--- src/rtl/winner_pkg.sv ---
// rtl/winner_pkg.sv - shared encodings and FSM state type for the winner scanner
package winner_pkg;

    localparam logic [1:0] GS_NONE = 2'b00;
    localparam logic [1:0] GS_P1   = 2'b01;
    localparam logic [1:0] GS_P2   = 2'b10;
    localparam logic [1:0] GS_DRAW = 2'b11;

    localparam logic [1:0] DIR_H  = 2'd0;
    localparam logic [1:0] DIR_V  = 2'd1;
    localparam logic [1:0] DIR_UR = 2'd2;
    localparam logic [1:0] DIR_UL = 2'd3;

    typedef enum logic [1:0] {
        ST_IDLE = 2'd0,
        ST_SCAN = 2'd1,
        ST_DONE = 2'd2
    } state_t;

endpackage

--- src/rtl/winner_window_check.sv ---
// rtl/winner_window_check.sv - combinational test of one anchor/direction line window
module winner_window_check
    import winner_pkg::*;
#(
    parameter int ROWS    = 4,
    parameter int COLS    = 4,
    parameter int WIN_LEN = 4,
    localparam int N      = ROWS * COLS,
    localparam int AW     = (N > 1) ? $clog2(N) : 1
) (
    input  logic [N-1:0]  board,
    input  logic [N-1:0]  player,
    input  logic [AW-1:0] anchor,
    input  logic [1:0]    dir,
    output logic          win,
    output logic          owner
);

    always_comb begin
        int   r0, c0, dr, dc, r_end, c_end, idx;
        logic fits, ok;
        r0 = int'(anchor) / COLS;
        c0 = int'(anchor) % COLS;
        dr = 0;
        dc = 1;
        case (dir)
            DIR_H:   begin dr = 0; dc = 1;  end
            DIR_V:   begin dr = 1; dc = 0;  end
            DIR_UR:  begin dr = 1; dc = 1;  end
            default: begin dr = 1; dc = -1; end
        endcase
        r_end = r0 + (WIN_LEN - 1) * dr;
        c_end = c0 + (WIN_LEN - 1) * dc;
        fits  = (r_end < ROWS) && (c_end >= 0) && (c_end < COLS);
        owner = player[anchor];
        ok    = fits;
        // Owner bits are only compared once the cell is known occupied
        for (int i = 0; i < WIN_LEN; i++) begin
            idx = (r0 + i * dr) * COLS + c0 + i * dc;
            if (fits) begin
                if (!board[AW'(idx)] || (player[AW'(idx)] != owner)) begin
                    ok = 1'b0;
                end
            end
        end
        win = ok;
    end

endmodule

--- src/rtl/winner_scanner.sv ---
// rtl/winner_scanner.sv - sequential scan of all line candidates on a board snapshot
module winner_scanner
    import winner_pkg::*;
#(
    parameter int ROWS    = 4,
    parameter int COLS    = 4,
    parameter int WIN_LEN = 4,
    localparam int N      = ROWS * COLS,
    localparam int AW     = (N > 1) ? $clog2(N) : 1
) (
    input  logic          clk,
    input  logic          reset,
    input  logic          start,
    input  logic [N-1:0]  game_board,
    input  logic [N-1:0]  player_cells,
    output logic          busy,
    output logic          done,
    output logic [1:0]    game_status,
    output logic [AW-1:0] win_anchor,
    output logic [1:0]    win_dir
);

    localparam int             CW      = AW + 2;
    localparam logic [CW-1:0]  LAST_K  = CW'(4 * N - 1);
    localparam int             MAX_DIM = (ROWS > COLS) ? ROWS : COLS;

    if (WIN_LEN < 2 || WIN_LEN > MAX_DIM) begin : g_bad_win_len
        $error("winner_scanner: WIN_LEN must lie in [2, max(ROWS,COLS)]");
    end

    state_t        state_q, state_d;
    logic [CW-1:0] cnt_q, cnt_d;
    logic [N-1:0]  board_q, board_d;
    logic [N-1:0]  player_q, player_d;
    logic [1:0]    status_q, status_d;
    logic [AW-1:0] anchor_q, anchor_d;
    logic [1:0]    dir_q, dir_d;

    logic cand_win, cand_owner;

    winner_window_check #(
        .ROWS    (ROWS),
        .COLS    (COLS),
        .WIN_LEN (WIN_LEN)
    ) u_window (
        .board  (board_q),
        .player (player_q),
        .anchor (cnt_q[CW-1:2]),
        .dir    (cnt_q[1:0]),
        .win    (cand_win),
        .owner  (cand_owner)
    );

    always_comb begin
        state_d  = state_q;
        cnt_d    = cnt_q;
        board_d  = board_q;
        player_d = player_q;
        status_d = status_q;
        anchor_d = anchor_q;
        dir_d    = dir_q;
        case (state_q)
            ST_IDLE: begin
                if (start) begin
                    board_d  = game_board;
                    player_d = player_cells;
                    cnt_d    = '0;
                    status_d = GS_NONE;
                    anchor_d = '0;
                    dir_d    = DIR_H;
                    state_d  = ST_SCAN;
                end
            end
            ST_SCAN: begin
                if (cand_win) begin
                    status_d = cand_owner ? GS_P2 : GS_P1;
                    anchor_d = cnt_q[CW-1:2];
                    dir_d    = cnt_q[1:0];
                    state_d  = ST_DONE;
                end else if (cnt_q == LAST_K) begin
                    status_d = (&board_q) ? GS_DRAW : GS_NONE;
                    state_d  = ST_DONE;
                end else begin
                    cnt_d = cnt_q + CW'(1);
                end
            end
            ST_DONE: state_d = ST_IDLE;
            default: state_d = ST_IDLE;
        endcase
    end

    always_ff @(posedge clk) begin
        if (reset) begin
            state_q  <= ST_IDLE;
            cnt_q    <= '0;
            board_q  <= '0;
            player_q <= '0;
            status_q <= GS_NONE;
            anchor_q <= '0;
            dir_q    <= DIR_H;
        end else begin
            state_q  <= state_d;
            cnt_q    <= cnt_d;
            board_q  <= board_d;
            player_q <= player_d;
            status_q <= status_d;
            anchor_q <= anchor_d;
            dir_q    <= dir_d;
        end
    end

    assign busy        = (state_q == ST_SCAN);
    assign done        = (state_q == ST_DONE);
    assign game_status = status_q;
    assign win_anchor  = anchor_q;
    assign win_dir     = dir_q;

endmodule

--- config.mk ---
export PLATFORM = sky130hd
export DESIGN_NAME = winner_scanner
export DESIGN_NICKNAME = d
export VERILOG_FILES = /design/src/rtl/winner_pkg.sv /design/src/rtl/winner_window_check.sv /design/src/rtl/winner_scanner.sv
export SDC_FILE = /design/constraint.sdc
export NUM_CORES = 1
export LEC_CHECK = 0
export ABC_AREA = 1
export CAP_MARGIN = 20
export CELL_PAD_IN_SITES_DETAIL_PLACEMENT = 0
export CELL_PAD_IN_SITES_GLOBAL_PLACEMENT = 1
export CORE_MARGIN = 1
export CORE_UTILIZATION = 43
export CTS_BUF_LIST = sky130_fd_sc_hd__clkbuf_2 sky130_fd_sc_hd__clkbuf_4 sky130_fd_sc_hd__clkbuf_8
export DETAILED_ROUTE_END_ITERATION = 8
export PLACE_DENSITY = 0.9
export SYNTH_ARGS = -nofsm -noshare
export SYNTH_HDL_FRONTEND = slang
export SYNTH_SLANG_ARGS = --single-unit
--- constraint.sdc ---
create_clock -name clk -period 5.7 [get_ports clk]
set_input_delay 1.71 -clock clk [delete_from_list [all_inputs] [get_ports clk]]
set_output_delay 1.71 -clock clk [all_outputs]
set_load 0.01 [all_outputs]
==> results.cfg, run 1 <==
[global_routing]
grt_usage = 0.251
grt_pass1_wl_um = 17700
grt_max_degree = 33
antenna_found_initial = 0
grt_pass1_vias = 3724
grt_overflow_total = 0

[layout]
fin_cells = 737
drive_above_1_share = 0.0348
antennaDiodeCount = 0
syn_to_final_growth_pct = 14.7
finalNetCount = 689

[clock_tree]
clkTransAtPathRegs_ps = 100
cts_buffers = 5
cts_hold_buf = 0
postCtsSetupBuffers = 0
cts_max_level = 2
cts_resized = 0
clock_sinks = 48
clk_latency_ps = 310
cts_tree = done
clk_path_buf_depth = 2
clock-root-buffer = clkbuf_8

[logic_synthesis]
synth_edf_count = 0
yosysMostFrequentCell = nand2_1
async_reset_ff_frac = 0
synth.distinct_cells = 28
ys_seq_elements = 48
syn_avg_cell_area_um2 = 6.08
synth_nets = 661
synthAdderAreaFrac = 0.0866
yosysWarnings = 0
yosys.area_share.simple = 0.459
seq_area_frac_synth = 0.262
synthesis.area_um2 = 3670
synth_top_area_share = 0.262
synth_mux_area_frac = 0
synth_top_area_cell = dfxtp_1
synth_top_family_by_area = simple AND/OR/NAND/NOR gates
synth_common_cells = nand2_1 (190), nand3_1 (95), nor2_1 (80), dfxtp_1 (48), o21ai_0 (39)
yosys-top-cells-area = dfxtp_1 (26%), nand2_1 (19%), nand3_1 (13%)
synthXorXnorAreaFrac = 0.0239
synth_compound_area_frac = 0.0887
ys.flop_type = dfxtp_1
netlist_instances = 603

[min_path]
hp-class = reg -> reg

[timing]
max_slew_margin = 0.393
finalClockSkew_ps = 8.98
post-route-min-period_ps = 3870
fin_setup_tns_ps = 0
setup_viol_count_final = 0
grt_setup_unrepaired = false
slew_viol_final = 0
worst_slack_ps = 1830
tightest_slew_ps = 907
fin_crit_sh = 0.680
hold_viol_final = 0
timing.fmax_ghz = 0.258

[drt]
num_vias = 4002
drc = 0
antenna_left = 0
viasPerCell = 5.43
avgRoutedWirePerCell_um = 14.0
wl_um = 10300
drt_iter0_drc = 408
drtPass1Iterations = 5

[setup_path]
cp_max_fo = 12
end_kind = primary output
r2r_slack_ps = 1840
start_kind = register
cp.arrival_ps = 2160
worstPathRequired_ps = 3990
criticalPathCategory = reg -> out

[power]
ir_worst_vdd_mv = 0.116
pwr_density_cell_nw_per_um2 = 185
fin_total_pwr_w = 0.000777
p_leak_nw = 1.90

[place]
place.gp.congestion = 0.949
dp_hpwl_um = 8140
pre_cts_ws_ps = 1850
place_inst = 729
io_buffers = 44

[run_status]
status = finished, final reports clean

[flow_run]
max_cap_violations = 0

[floorplanning]
fp-row-count = 33
die_h_um = 94.4
fp.coreArea_um2 = 8220
die_width_um = 94.4
io_pins = 45
dieArea_um2 = 8900
start_util = 0.446
[layout by cell type (no fill, tap or decap), drive strengths merged]
master | Yosys | layout
nand2 | 194 | 194
nand3 | 96 | 96
nor2 | 82 | 82
dfxtp | 48 | 48
clkdlybuf4s50 | 0 | 44
inv | 40 | 42
o21ai | 40 | 40
a21oi | 22 | 22
ha | 19 | 19
nand4 | 10 | 10
nand3b | 6 | 6
xor2 | 6 | 6
clkbuf | 10 | 5
xnor2 | 4 | 4
fa | 4 | 4
nor3 | 2 | 2
or2 | 2 | 2
o211ai | 2 | 2
buf | 15 | 2
or4 | 1 | 1
clkinvlp | 0 | 1
[layer usage]
layer / part of all wire / up-vias / track usage
met4: 0.017 / 0 / 0.0808
met2: 0.42 / 174 / 0.370
li1: - / 2018 / -
met3: 0.080 / 22 / 0.0386
met1: 0.48 / 1788 / 0.371
met5: 0 / - / 0
[metrics by stage]
step | hold slack (ps) | util | cell area (um^2)
floorplan | 439 | - | 3670
global placement | 451 | 0.501 | 4110
detailed placement | 463 | 0.501 | 4110
CTS | 477 | 0.512 | 4210
global route | 491 | 0.512 | 4210
finish | 472 | 0.512 | 4210
[layout make-up]
class / instances / area [um^2]
inverters: 40 / 150
multi-input cells: 490 / 2410
fillers: 858 / 4010
clock inverters: 3 / 25.0
flip-flops and latches: 48 / 961
clock buffers: 5 / 68.8
repair buffers: 46 / 455
well taps: 105 / 131
[critical path, stage by stage (launching register included)]
cell and delay, ps:
dfxtp_1 430, inv_1 60, nor2_1 690, clkdlybuf4s50_1 680
[cells by family after synthesis]
| group | count (synthesis) |
|---|---|
| simple gates | 393 |
| buf+inv | 65 |
| xor+xnor | 10 |
| fa+ha+maj | 23 |
| compound gates | 64 |
| flops | 48 |
[worst paths after layout]
check | startpoint | end | cells past startpoint
setup / recovery | state_q[0]$_SDFFE_PP0P_ | busy | 3
setup reg to reg | cnt_q[0]$_SDFFE_PP0P_ | win_anchor[0]$_SDFFE_PP0P_ | 18
hold / removal | win_anchor[0]$_SDFFE_PP0P_ | win_anchor[0]$_SDFFE_PP0P_ | 2
hold reg to reg | win_anchor[0]$_SDFFE_PP0P_ | win_anchor[0]$_SDFFE_PP0P_ | 2
[power by group]
part / switching (W) / total (W) / internal, W
Sequential: 0.0000241 / 0.000379 / 0.000355
Clock: 0.000128 / 0.000218 / 0.0000897
Combinational: 0.000108 / 0.000180 / 0.0000728
Total: 0.000260 / 0.000777 / 0.000517
[state kept, by name, indices dropped and copies added, names as in the netlist]
name         flops
player_q        16
cnt_q            6
win_dir          2
win_anchor       4
game_status      2
board_q         16
state_q          2
(Power assumes the default switching activity.)
==> inputs of run 2 (changes only) <==
Settings changed: CORE_UTILIZATION 43 to 36, PLACE_DENSITY 0.9 to 0.8.
Clock period 5.7 ns to 3.4 ns, I/O delays scaled along.
==> results.cfg, run 2 (synthesized netlist as in run 1, its figures left out) <==
[run_status]
status = finished, final reports clean

[global_routing]
grt_overflow_total = 0
antenna_found_initial = 0
grt_usage = 0.215
grt_max_degree = 38
grt_pass1_vias = 3606
grt_pass1_wl_um = 17800
met2_usage = 0.343
grt_util_met1 = 0.312
grt.busiest_layer = met2
gr-usage-met3 = 0.0197

[floorplanning]
die_width_um = 103
fp.coreArea_um2 = 9820
fp-row-count = 36
io_pins = 45
dieArea_um2 = 10600
die_h_um = 103
start_util = 0.374

[setup_path]
crit_top_cell = nand2_1
worstPathRequired_ps = 3630
end_kind = register
cpPeakStageDelay_ps = 600
cp_max_fo = 8
criticalPathCategory = reg -> reg
slowest_stage = fa_2
start_kind = register
crit_chain = inv_1 -> ha_1 -> inv_1 -> ha_4 -> inv_1 -> fa_2 -> buf_4 -> nand3_1 -> nand2_1 -> nand2_1 -> nand2_1 -> nand2_1 -> nand2_1 -> nand3_1 -> nand2_2 -> nand3_2 -> nand2_2 -> nand2_4 -> nand2_4 -> nand2_1 -> a21oi_1
cp.arrival_ps = 3320

[place]
place.gp.congestion = 0.923
io_buffers = 44
pre_cts_ws_ps = 84.4
dpl_cell_area_um2 = 4300
dp_hpwl_um = 8600

[clock_tree]
clk_latency_ps = 300
cts_hold_buf = 0
clk_path_buf_depth = 2
cts_tree = done
cts_buffers = 5
cts_max_level = 2
clkTransAtPathRegs_ps = 90
clock_sinks = 48
clock-root-buffer = clkbuf_8

[timing]
holdWs_ps = 470
post-route-min-period_ps = 3080
timing.fmax_ghz = 0.324
grt_setup_unrepaired = false
slew_viol_final = 0
worst_slack_ps = 317
fin_crit_sh = 0.907
max_slew_margin = 0.496
setup_viol_count_final = 0
hold_viol_final = 0
fin_setup_tns_ps = 0
finalClockSkew_ps = 2.53
tightest_slew_ps = 755

[power]
p_leak_nw = 2.02
ir_worst_vdd_mv = 0.230
pwr_density_cell_nw_per_um2 = 321
fin_total_pwr_w = 0.00143

[layout]
multi_input_area_um2 = 2440
final_common_cell = nand2_1
finalNetCount = 710
seqCellArea_um2 = 962
final_cell_mix = nand2_1 (188), nand3_1 (95), nor2_1 (80), dfxtp_1 (47), clkdlybuf4s50_1 (44)
reg_top3 = board_q x16, player_q x16, cnt_q x6
syn_to_final_growth_pct = 21.5
final_area_um2 = 4460
nFillCells = 1071
drive_above_1_share = 0.0752
antennaDiodeCount = 0

[drt]
drt_iter0_drc = 281
drc = 0
antenna_left = 0
viasPerCell = 5.02
num_vias = 3937
avgRoutedWirePerCell_um = 13.6
drtPass1Iterations = 5
wl_um = 10700

[min_path]
hp-class = reg -> reg

[flow_run]
max_cap_violations = 0
-- run 2: changes by cell type in the layout (fill, tap and decap cells not counted), moves of 2 or more --
cell       delta
nand2_2       +2
fa_1          -2
fa_2          +2
inv_6         -2
buf_4        +21
bufinv_16     +2
nand2_1       -2
-- run 2: worst paths after layout --
kind / startpoint / endpoint / slack [ps] / cells past startpoint
worst max-delay path: cnt_q[1]$_SDFFE_PP0P_ / cnt_q[4]$_SDFFE_PP0P_ / 320 / 21
worst min-delay path: win_anchor[3]$_SDFFE_PP0P_ / win_anchor[3]$_SDFFE_PP0P_ / 470 / 2
worst min register to register: win_anchor[3]$_SDFFE_PP0P_ / win_anchor[3]$_SDFFE_PP0P_ / 470 / 2
worst max register to register: cnt_q[1]$_SDFFE_PP0P_ / cnt_q[4]$_SDFFE_PP0P_ / 320 / 21
-- run 2: report_power, final --
| part | total [W] | leakage, nW | internal (W) | switching, W |
|---|---|---|---|---|
| Combinational | 0.000316 | 1.56 | 0.000135 | 0.000182 |
| Sequential | 0.000634 | 0.395 | 0.000595 | 0.0000391 |
| Clock | 0.000483 | 0.0642 | 0.000290 | 0.000193 |
-- run 2: timing repair --
item | in CTS | in global routing
setup buffers | 0 | 1
resized for setup | 0 | 8
setup endpoints to repair | 0 | 15
-- run 2: area by class of cell --
cell class              count  share of cell area
multi-input cells         490               0.547
clock inverters             2              0.0135
repair buffers             67               0.138
clock buffers               5              0.0154
inverters                  40              0.0337
flip-flops and latches     48               0.216
well taps                 133              0.0373
-- run 2: through the flow --
step           cells  utilization
6_report         785        0.454
3_5_place_dp     777        0.438
3_3_place_gp     777        0.438
4_1_cts          784        0.451
2_1_floorplan    603            -
5_1_grt          785        0.454
-- run 2: critical path, delay by kind of cell, from the launching register on --
family | cells | cell delay [ps]
simple gates | 13 | 1150
buf+inv | 4 | 420
fa+ha+maj | 3 | 960
flops | 1 | 350
compound gates | 1 | 140
-- run 2: routing by layer --
metal  wire length (um)  part of all wire
met1               5310              0.50
met2               4740              0.45
met3                468             0.044
met4                125             0.012
met5                  0                 0
==> RTL change: new RTL, settings of run 2 <==
Add an input register stage for `game_board`, with the module's reset; this delays it by one clock. The other inputs are not delayed to match.
--- a/src/rtl/winner_scanner.sv
+++ b/src/rtl/winner_scanner.sv
@@ -24,4 +24,14 @@
     localparam logic [CW-1:0]  LAST_K  = CW'(4 * N - 1);
     localparam int             MAX_DIM = (ROWS > COLS) ? ROWS : COLS;
+
+    logic [N-1:0] game_board_q;
+
+    always_ff @(posedge clk) begin
+        if (reset) begin
+            game_board_q <= '0;
+        end else begin
+            game_board_q <= game_board;
+        end
+    end
 
     if (WIN_LEN < 2 || WIN_LEN > MAX_DIM) begin : g_bad_win_len
@@ -63,5 +73,5 @@
             ST_IDLE: begin
                 if (start) begin
-                    board_d  = game_board;
+                    board_d  = game_board_q;
                     player_d = player_cells;
                     cnt_d    = '0;
Check against the original RTL: not equivalent (Yosys sat finds a counterexample within 4 cycles, from zero or initial values and one cycle with reset high).
==> RTL change against run 2 <==
Die area is 16% higher; wire length grew 12%; sequential cell count is 16 higher; worst setup slack worse by 99 ps; cell area rose by 13%; area after synthesis increased by 16%.
Power is not compared: it rests on default switching activity, and its combinational part moved more than twofold at a synthesized area within 25%.
==> RTL change: results (changes against run 2) <==
* Worst-Skew Late Latency at 340 ps (+40 ps)
* Gpl congestion at 0.8831 (-4.3%)
* Drt wl/cell at 13.74 um (+1.2%)
* Worst Hold End: board_q[4]
* Via count at 4389 (+11%)
* Multi-input logic area at 2556 um^2 (+4.9%)
* Final Net Count at 776 (+9.3%)
* CLK BUF at 9 (+4)
* Clk sinks at 64 (+33%)
* Cell Area, Placed at 4802 um^2 (+12%)
* Met1 usage at 25.52% (-5.7 points)
* Biggest registers after layout: board_q x16, game_board_q x16, player_q x16
* Area contributors post-synth: dfxtp_1, nand2_1, nand3_1, nor2_1, inv_1
* Sequential area share after synthesis at 30.12% (+3.9 points)
* Compound-Gate Fraction of Synth Area at 7.412% (-1.5 points)
* Reg-to-Reg End: win_anchor[3]
* Met3 GRT Util at 4.046% (+2.1 points)
* Iter 0 DRT Violations at 346 (+23%)
* Vias in the first global route at 4190 (+16%)
* Fmax at 314.2 MHz (-3.1%)
* Adder-Cell Fraction of Synth Area at 7.176% (-1.5 points)
* Data arrival time of the critical path at 3410 ps (+90 ps)
* Sequential Area at 1284 um^2 (+33%)
* Fraction of layout cells with a size suffix above 1 at 9.405% (+1.9 points)
* Multi-input gates at 516 (+5.3%)
* Hold Startpoint: game_board_q[4]
* Count of non-CTS inverters in the layout at 71 (+78%)
* Met2 WL post-DR at 5677 um (+20%)
* Status: finished, final reports clean
[RTL change: cell count changes in the layout (fill, tap and decap cells not counted), moves of 4 or more]
cell / run 2 / this run
buf_4: 23 / 11
nand2_2: 4 / 11
inv_1: 36 / 61
nand3b_1: 6 / 0
nand2_1: 188 / 197
xor2_1: 6 / 2
clkbuf_8: 5 / 9
a21oi_1: 22 / 14
dfxtp_1: 47 / 62
nor2_1: 80 / 101
[RTL change: critical path, stage by stage, from the launching register on]
cell and delay (ps):
dfxtp_2 350, inv_1 100, ha_1 220, inv_1 80, ha_2 210, fa_1 440
ha_1 210, inv_1 70, ha_1 140, nand4_1 140, nor4_2 190, nand2_1 100
nor2_2 110, nand2_2 70, nor2_4 120, nand4_4 140, nand2_4 120, o21ai_0 120
nand2_1 100, nor2_2 40
[RTL change: stage by stage]
step                power, mW  hold slack, ps  std cells
detailed placement      2.036           441.1        850
floorplan               1.738           430.6        676
global route            2.957           482.2        866
finish                  2.749           460.1        866
CTS                     2.747           459.6        865
global placement        2.021           433.9        850
